[config.mk]
export PLATFORM = sky130hd
export DESIGN_NAME = dct_transpose_buffer
export DESIGN_NICKNAME = d
export VERILOG_FILES = /design/src/rtl/dct_pkg.sv /design/src/rtl/dct_tb_bank.sv /design/src/rtl/dct_transpose_buffer.sv
export SDC_FILE = /design/constraint.sdc
export NUM_CORES = 1
export LEC_CHECK = 0
export BUFFER_PORTS_ARGS = -buffer_cell sky130_fd_sc_hd__buf_2
export CAP_MARGIN = 5
export CORE_MARGIN = 2
export CORE_UTILIZATION = 36
export CTS_CLUSTER_SIZE = 20
export DETAILED_ROUTE_END_ITERATION = 7
export GPL_ROUTABILITY_DRIVEN = 0
export PLACE_DENSITY = 0.53
export SYNTH_ARGS = -nofsm -noshare
export SYNTH_HDL_FRONTEND = slang
export SYNTH_SLANG_ARGS = --single-unit
[constraint.sdc]
create_clock -name clk -period 7.6 [get_ports clk]
set_input_delay 0.76 -clock clk [delete_from_list [all_inputs] [get_ports clk]]
set_output_delay 0.76 -clock clk [all_outputs]
set_load 0.02 [all_outputs]
[src/rtl/dct_pkg.sv]
// dct_pkg: shared DCT constants and the block transpose index helper
package dct_pkg;
  localparam int W_DEF = 12;
  localparam int K_DEF = 6;
  localparam int N = 2 ** (K_DEF / 2);
  localparam int BLK = 2 ** K_DEF;
  function automatic logic [31:0] transpose_idx(input logic [31:0] idx, input int k);
    logic [31:0] m;
    m = (32'd1 << (k / 2)) - 32'd1;
    return ((idx & m) << (k / 2)) | ((idx >> (k / 2)) & m);
  endfunction
endpackage

[src/rtl/dct_tb_bank.sv]
// dct_tb_bank: one 2^K x W register bank, sync write port, combinational read port
// ports: clk, we/waddr/wdata write port, raddr/rdata read port
module dct_tb_bank #(
  parameter int W = 12,
  parameter int K = 6
) (
  input  logic         clk,
  input  logic         we,
  input  logic [K-1:0] waddr,
  input  logic [W-1:0] wdata,
  input  logic [K-1:0] raddr,
  output logic [W-1:0] rdata
);
  logic [W-1:0] mem [2**K];
  always_ff @(posedge clk)
    if (we) mem[waddr] <= wdata;
  assign rdata = mem[raddr];
endmodule

[src/rtl/dct_transpose_buffer.sv]
// dct_transpose_buffer: ping-pong N x N block buffer, row-major in, column-major out
// ports: clk, reset (async active-low), flush (sync discard),
//        in_valid/in_data/in_ready write stream, out_valid/out_data/out_ready/out_idx/out_last read stream
module dct_transpose_buffer
  import dct_pkg::*;
#(
  parameter int W = W_DEF,
  parameter int K = K_DEF
) (
  input  logic         clk,
  input  logic         reset,
  input  logic         flush,
  input  logic         in_valid,
  input  logic [W-1:0] in_data,
  output logic         in_ready,
  output logic         out_valid,
  output logic [W-1:0] out_data,
  input  logic         out_ready,
  output logic [K-1:0] out_idx,
  output logic         out_last
);
  logic         wr_bank, rd_bank;
  logic [K-1:0] wr_cnt, rd_cnt, rd_addr;
  logic [1:0]   full;
  logic         acc, xfer;
  logic [W-1:0] rdata [2];
  assign in_ready  = !full[wr_bank];
  assign out_valid = full[rd_bank];
  assign out_idx   = rd_cnt;
  assign out_last  = out_valid && rd_cnt == '1;
  assign acc       = in_valid && in_ready;
  assign xfer      = out_valid && out_ready;
  assign rd_addr   = K'(transpose_idx(32'(rd_cnt), K));
  assign out_data  = rdata[rd_bank];
  for (genvar b = 0; b < 2; b++) begin : g_bank
    dct_tb_bank #(.W(W), .K(K)) u_bank (
      .clk  (clk),
      .we   (acc && !flush && wr_bank == 1'(b)),
      .waddr(wr_cnt),
      .wdata(in_data),
      .raddr(rd_addr),
      .rdata(rdata[b])
    );
  end
  // writes only target a non-full bank and reads only a full one, so the
  // set and clear below never hit the same flag in one cycle
  always_ff @(posedge clk or negedge reset) begin
    if (!reset) begin
      wr_bank <= 1'b0;
      rd_bank <= 1'b0;
      wr_cnt  <= '0;
      rd_cnt  <= '0;
      full    <= '0;
    end else if (flush) begin
      wr_bank <= 1'b0;
      rd_bank <= 1'b0;
      wr_cnt  <= '0;
      rd_cnt  <= '0;
      full    <= '0;
    end else begin
      if (acc) begin
        wr_cnt <= wr_cnt + 1'b1;
        if (wr_cnt == '1) begin
          full[wr_bank] <= 1'b1;
          wr_bank       <= !wr_bank;
        end
      end
      if (xfer) begin
        rd_cnt <= rd_cnt + 1'b1;
        if (out_last) begin
          full[rd_bank] <= 1'b0;
          rd_bank       <= !rd_bank;
        end
      end
    end
  end
endmodule
==> flow_metrics.py <==
metrics = {
    "setup_path": {
        "worstRegToRegCells": 4,
        "rr_endpoint": "g_bank[0].u_bank.mem[58][4]$_DFFE_PP_",
        "cp.required_ns": 6.84,
        "cp-endpoint": "out_data[3]",
        "critical_path_arrival_ns": 4.99,
        "r2r_start": "wr_bank$_DFFE_PN0P_",
        "cp_slowest_cell": "dfrtp_4",
        "cp-end-kind": "output port",
        "start_kind": "flip-flop",
        "crit_type": "reg -> out",
        "critPathLaunch": "out_idx[3]$_DFFE_PN0P_",
        "path_cells": "buf_12, mux4_2, mux4_2, mux4_2, mux2_2, buf_2",
        "critPathTopFamily": "multiplexers",
        "ff2ff_setup_slack_ns": 3.60,
        "cp.depth": 6,
        "path_buf_inv": 2,
        "cp_max_fo": 87,
        "critPathMaxStageDelay_ns": 0.93,
        "cp_common_cell": "mux4_2",
    },
    "floorplan": {
        "die_h_microns": 411,
        "rows": 149,
        "die_w_microns": 411,
        "coreArea_sq_um": 165000,
        "io-pin-count": 38,
        "initial_utilization": 0.362,
        "die_area_sq_um": 169000,
    },
    "power_and_ir_drop": {
        "cellLeakagePower_uw": 0.0202,
        "switching_power_uw": 3510,
        "p_int_uw": 13900,
        "comb_power_share": 0.013,
        "p_clk_frac": 0.447,
        "switching_share": 0.201,
        "power_uw": 17400,
        "seqPwrFrac": 0.540,
        "power.density_nw_per_um2": 255,
        "vdd_drop_max_mv": 0.259,
    },
    "yosys": {
        "syn-num-nets": 2460,
        "synthCells": 2441,
        "ys_seq_area_frac": 0.779,
        "synth_cell_types": 31,
        "yosysMostFrequentCell": "edfxtp_1",
        "ys.flop_type": "edfxtp_1",
        "synth.largest_area_cell": "edfxtp_1",
        "synth_warnings": 0,
        "syn-cell-area_sq_um": 59700,
        "syn_area_per_cell_sq_um": 24.5,
        "ys_ff_latch": 1552,
        "synth-edff-count": 1536,
        "synth_common_cells": "edfxtp_1 (1536), mux4_2 (504), nor2_1 (142), clkbuf_1 (73), buf_2 (24)",
        "synth_area_leaders": "edfxtp_1 (77%), mux4_2 (19%), nor2_1 (0.89%), dfrtp_1 (0.67%), clkbuf_1 (0.46%)",
        "netlist.area_leader.share": 0.772,
        "async_reset_ff_frac": 0.0103,
    },
    "clock_network": {
        "cts_resized": 0,
        "cts_tree": "yes",
        "insertion_delay_ns": 0.80,
        "cts_hold_buffers": 1,
        "path_clk_slew_ns": 0.06,
        "cts-buffers-inserted": 163,
        "cts.path.max_buffers": 3,
        "cts.sink_count": 1552,
        "h-tree-depth": 4,
        "post_cts_buffers": 0,
        "clockRootBuffer": "clkbuf_16",
    },
    "route": {
        "wl_microns": 151000,
        "initialDrtViolationCount": 3270,
        "vias_per_cell": 5.52,
        "ant_nets": 0,
        "drtPass1Iterations": 5,
        "vias": 27210,
        "routedWlPerCell_microns": 30.6,
        "route.detailed.drc": 0,
    },
    "timing": {
        "worst_pin_slew_ns": 1.31,
        "tns_ns": 0,
        "grt_setup_unrepaired": "no",
        "fin_crit_sh": 0.757,
        "setup_violations": 0,
        "finalHoldViolations": 0,
        "max_freq_ghz": 0.174,
        "slew_violations": 0,
        "finalClockSkew_ns": 0.0420,
        "slew-limit-headroom": 0.127,
        "min_period_ns": 5.75,
        "timing.hold.ws_ns": 0.289,
    },
    "global_routing": {
        "grt_pass1_wl_microns": 213000,
        "grt_max_degree": 119,
        "grt_overflow": 0,
        "antenna_found_initial": 11,
        "grtUsageTotal": 0.179,
        "grt_pass1_vias": 27464,
    },
    "hold_path": {
        "hp-class": "in -> reg",
        "hold_path.startpoint": "out_ready",
    },
    "status": {
        "outcome": "finished clean",
    },
    "finish": {
        "num-nets-final": 2634,
        "layout-drive-gt1-share": 0.349,
        "fin_area_sq_um": 68400,
        "area_growth_pct": 14.5,
    },
    "placed_design": {
        "post_dp_cell_area_sq_um": 63100,
        "dp_hpwl_microns": 87800,
        "port_buffers": 37,
    },
    "job": {
        "drv_cap": 0,
    },
}
-- state kept, by name, summed over array words and instances, names as in the netlist --
| signal | count |
|---|---|
| full | 2 |
| wr_bank | 1 |
| wr_cnt | 6 |
| rd_bank | 1 |
| g_bank.u_bank.mem | 1536 |
| out_idx | 6 |
-- worst reg2reg max path: cells and delay by family, from the launching register on --
family           cells  cell delay, ns
and+or+nand+nor      4            3.16
DFF                  1            0.41
-- layout make-up --
type	instances	area [sq um]
Antenna cell	1	2.50
Clock buffer	202	4320
Clock inverter	88	907
Fill cell	14153	96400
Inverter	14	52.6
Multi-Input combinational cell	745	12700
Sequential cell	1552	46500
Tap cell	2189	2740
Timing Repair Buffer	139	1080
-- cells by family (layout without fill, tap and decap cells) --
kind of cell	Yosys count	count (layout)	synth area share
flip-flops	1552	1552	0.779
multiplexers	518	518	0.193
AND/OR/NAND/NOR	206	206	0.0147
buffers and inverters	144	443	0.0107
XOR/XNOR	10	10	0.00147
AO/OA/AOI/OAI	9	9	0.000838
adder cells (fa/ha/maj)	2	2	0.000419
other	0	1	0
-- power groups by stage --
stage	registers, uW	logic [uW]	clock network [uW]
finish	9420	219	7800
global route	9410	236	8280
CTS	9420	222	7960
detailed placement	9600	223	0
global placement	9600	207	0
floorplan	9600	35.1	0
-- cells in the final DEF (no fill, tap or decap), drive strengths merged --
cell type / instances
and2: 3
clkbuf: 202
o41ai: 1
inv: 21
nor3: 2
bufinv: 13
clkinvlp: 4
xor2: 10
edfxtp: 1536
mux2i: 1
nor3b: 2
nor4: 1
mux4: 504
dlygate4sd3: 1
o21ai: 1
clkinv: 64
diode: 1
or3: 3
or3b: 3
nand3b: 6
a21oi: 6
nand3: 14
ha: 2
and3: 3
buf: 138
a31oi: 1
nor2b: 2
mux2: 13
nor2: 142
nand2: 21
nand2b: 1
nand4: 3
dfrtp: 16
-- metrics by stage --
step | std cells | util | setup slack, ns
global route | 4929 | 0.415 | 1.61
CTS | 4929 | 0.415 | 1.77
finish | 4930 | 0.415 | 1.85
detailed placement | 4638 | 0.383 | 2.67
floorplan | 2441 | - | 3.87
global placement | 4634 | 0.383 | 2.68
-- per-layer routing --
layer / share of wire / track usage / wire, microns
met2: 0.46 / 0.268 / 69400
met1: 0.45 / 0.268 / 67800
met3: 0.072 / 0.0378 / 10800
met4: 0.018 / 0.0419 / 2700
met5: 0.00018 / 0 / 27
-- worst min path at each step --
stage,slack (ns),to,cells past startpoint
2_1_floorplan,0.46,full[0]$_DFF_PN0_,0
3_3_place_gp,0.51,full[1]$_DFF_PN0_,1
3_5_place_dp,0.53,full[1]$_DFF_PN0_,1
4_1_cts,0.21,out_idx[1]$_DFFE_PN0P_,3
5_1_grt,0.25,out_idx[1]$_DFFE_PN0P_,3
6_report,0.29,out_idx[1]$_DFFE_PN0P_,3
No activity file was read; power rests on OpenSTA's default activity.
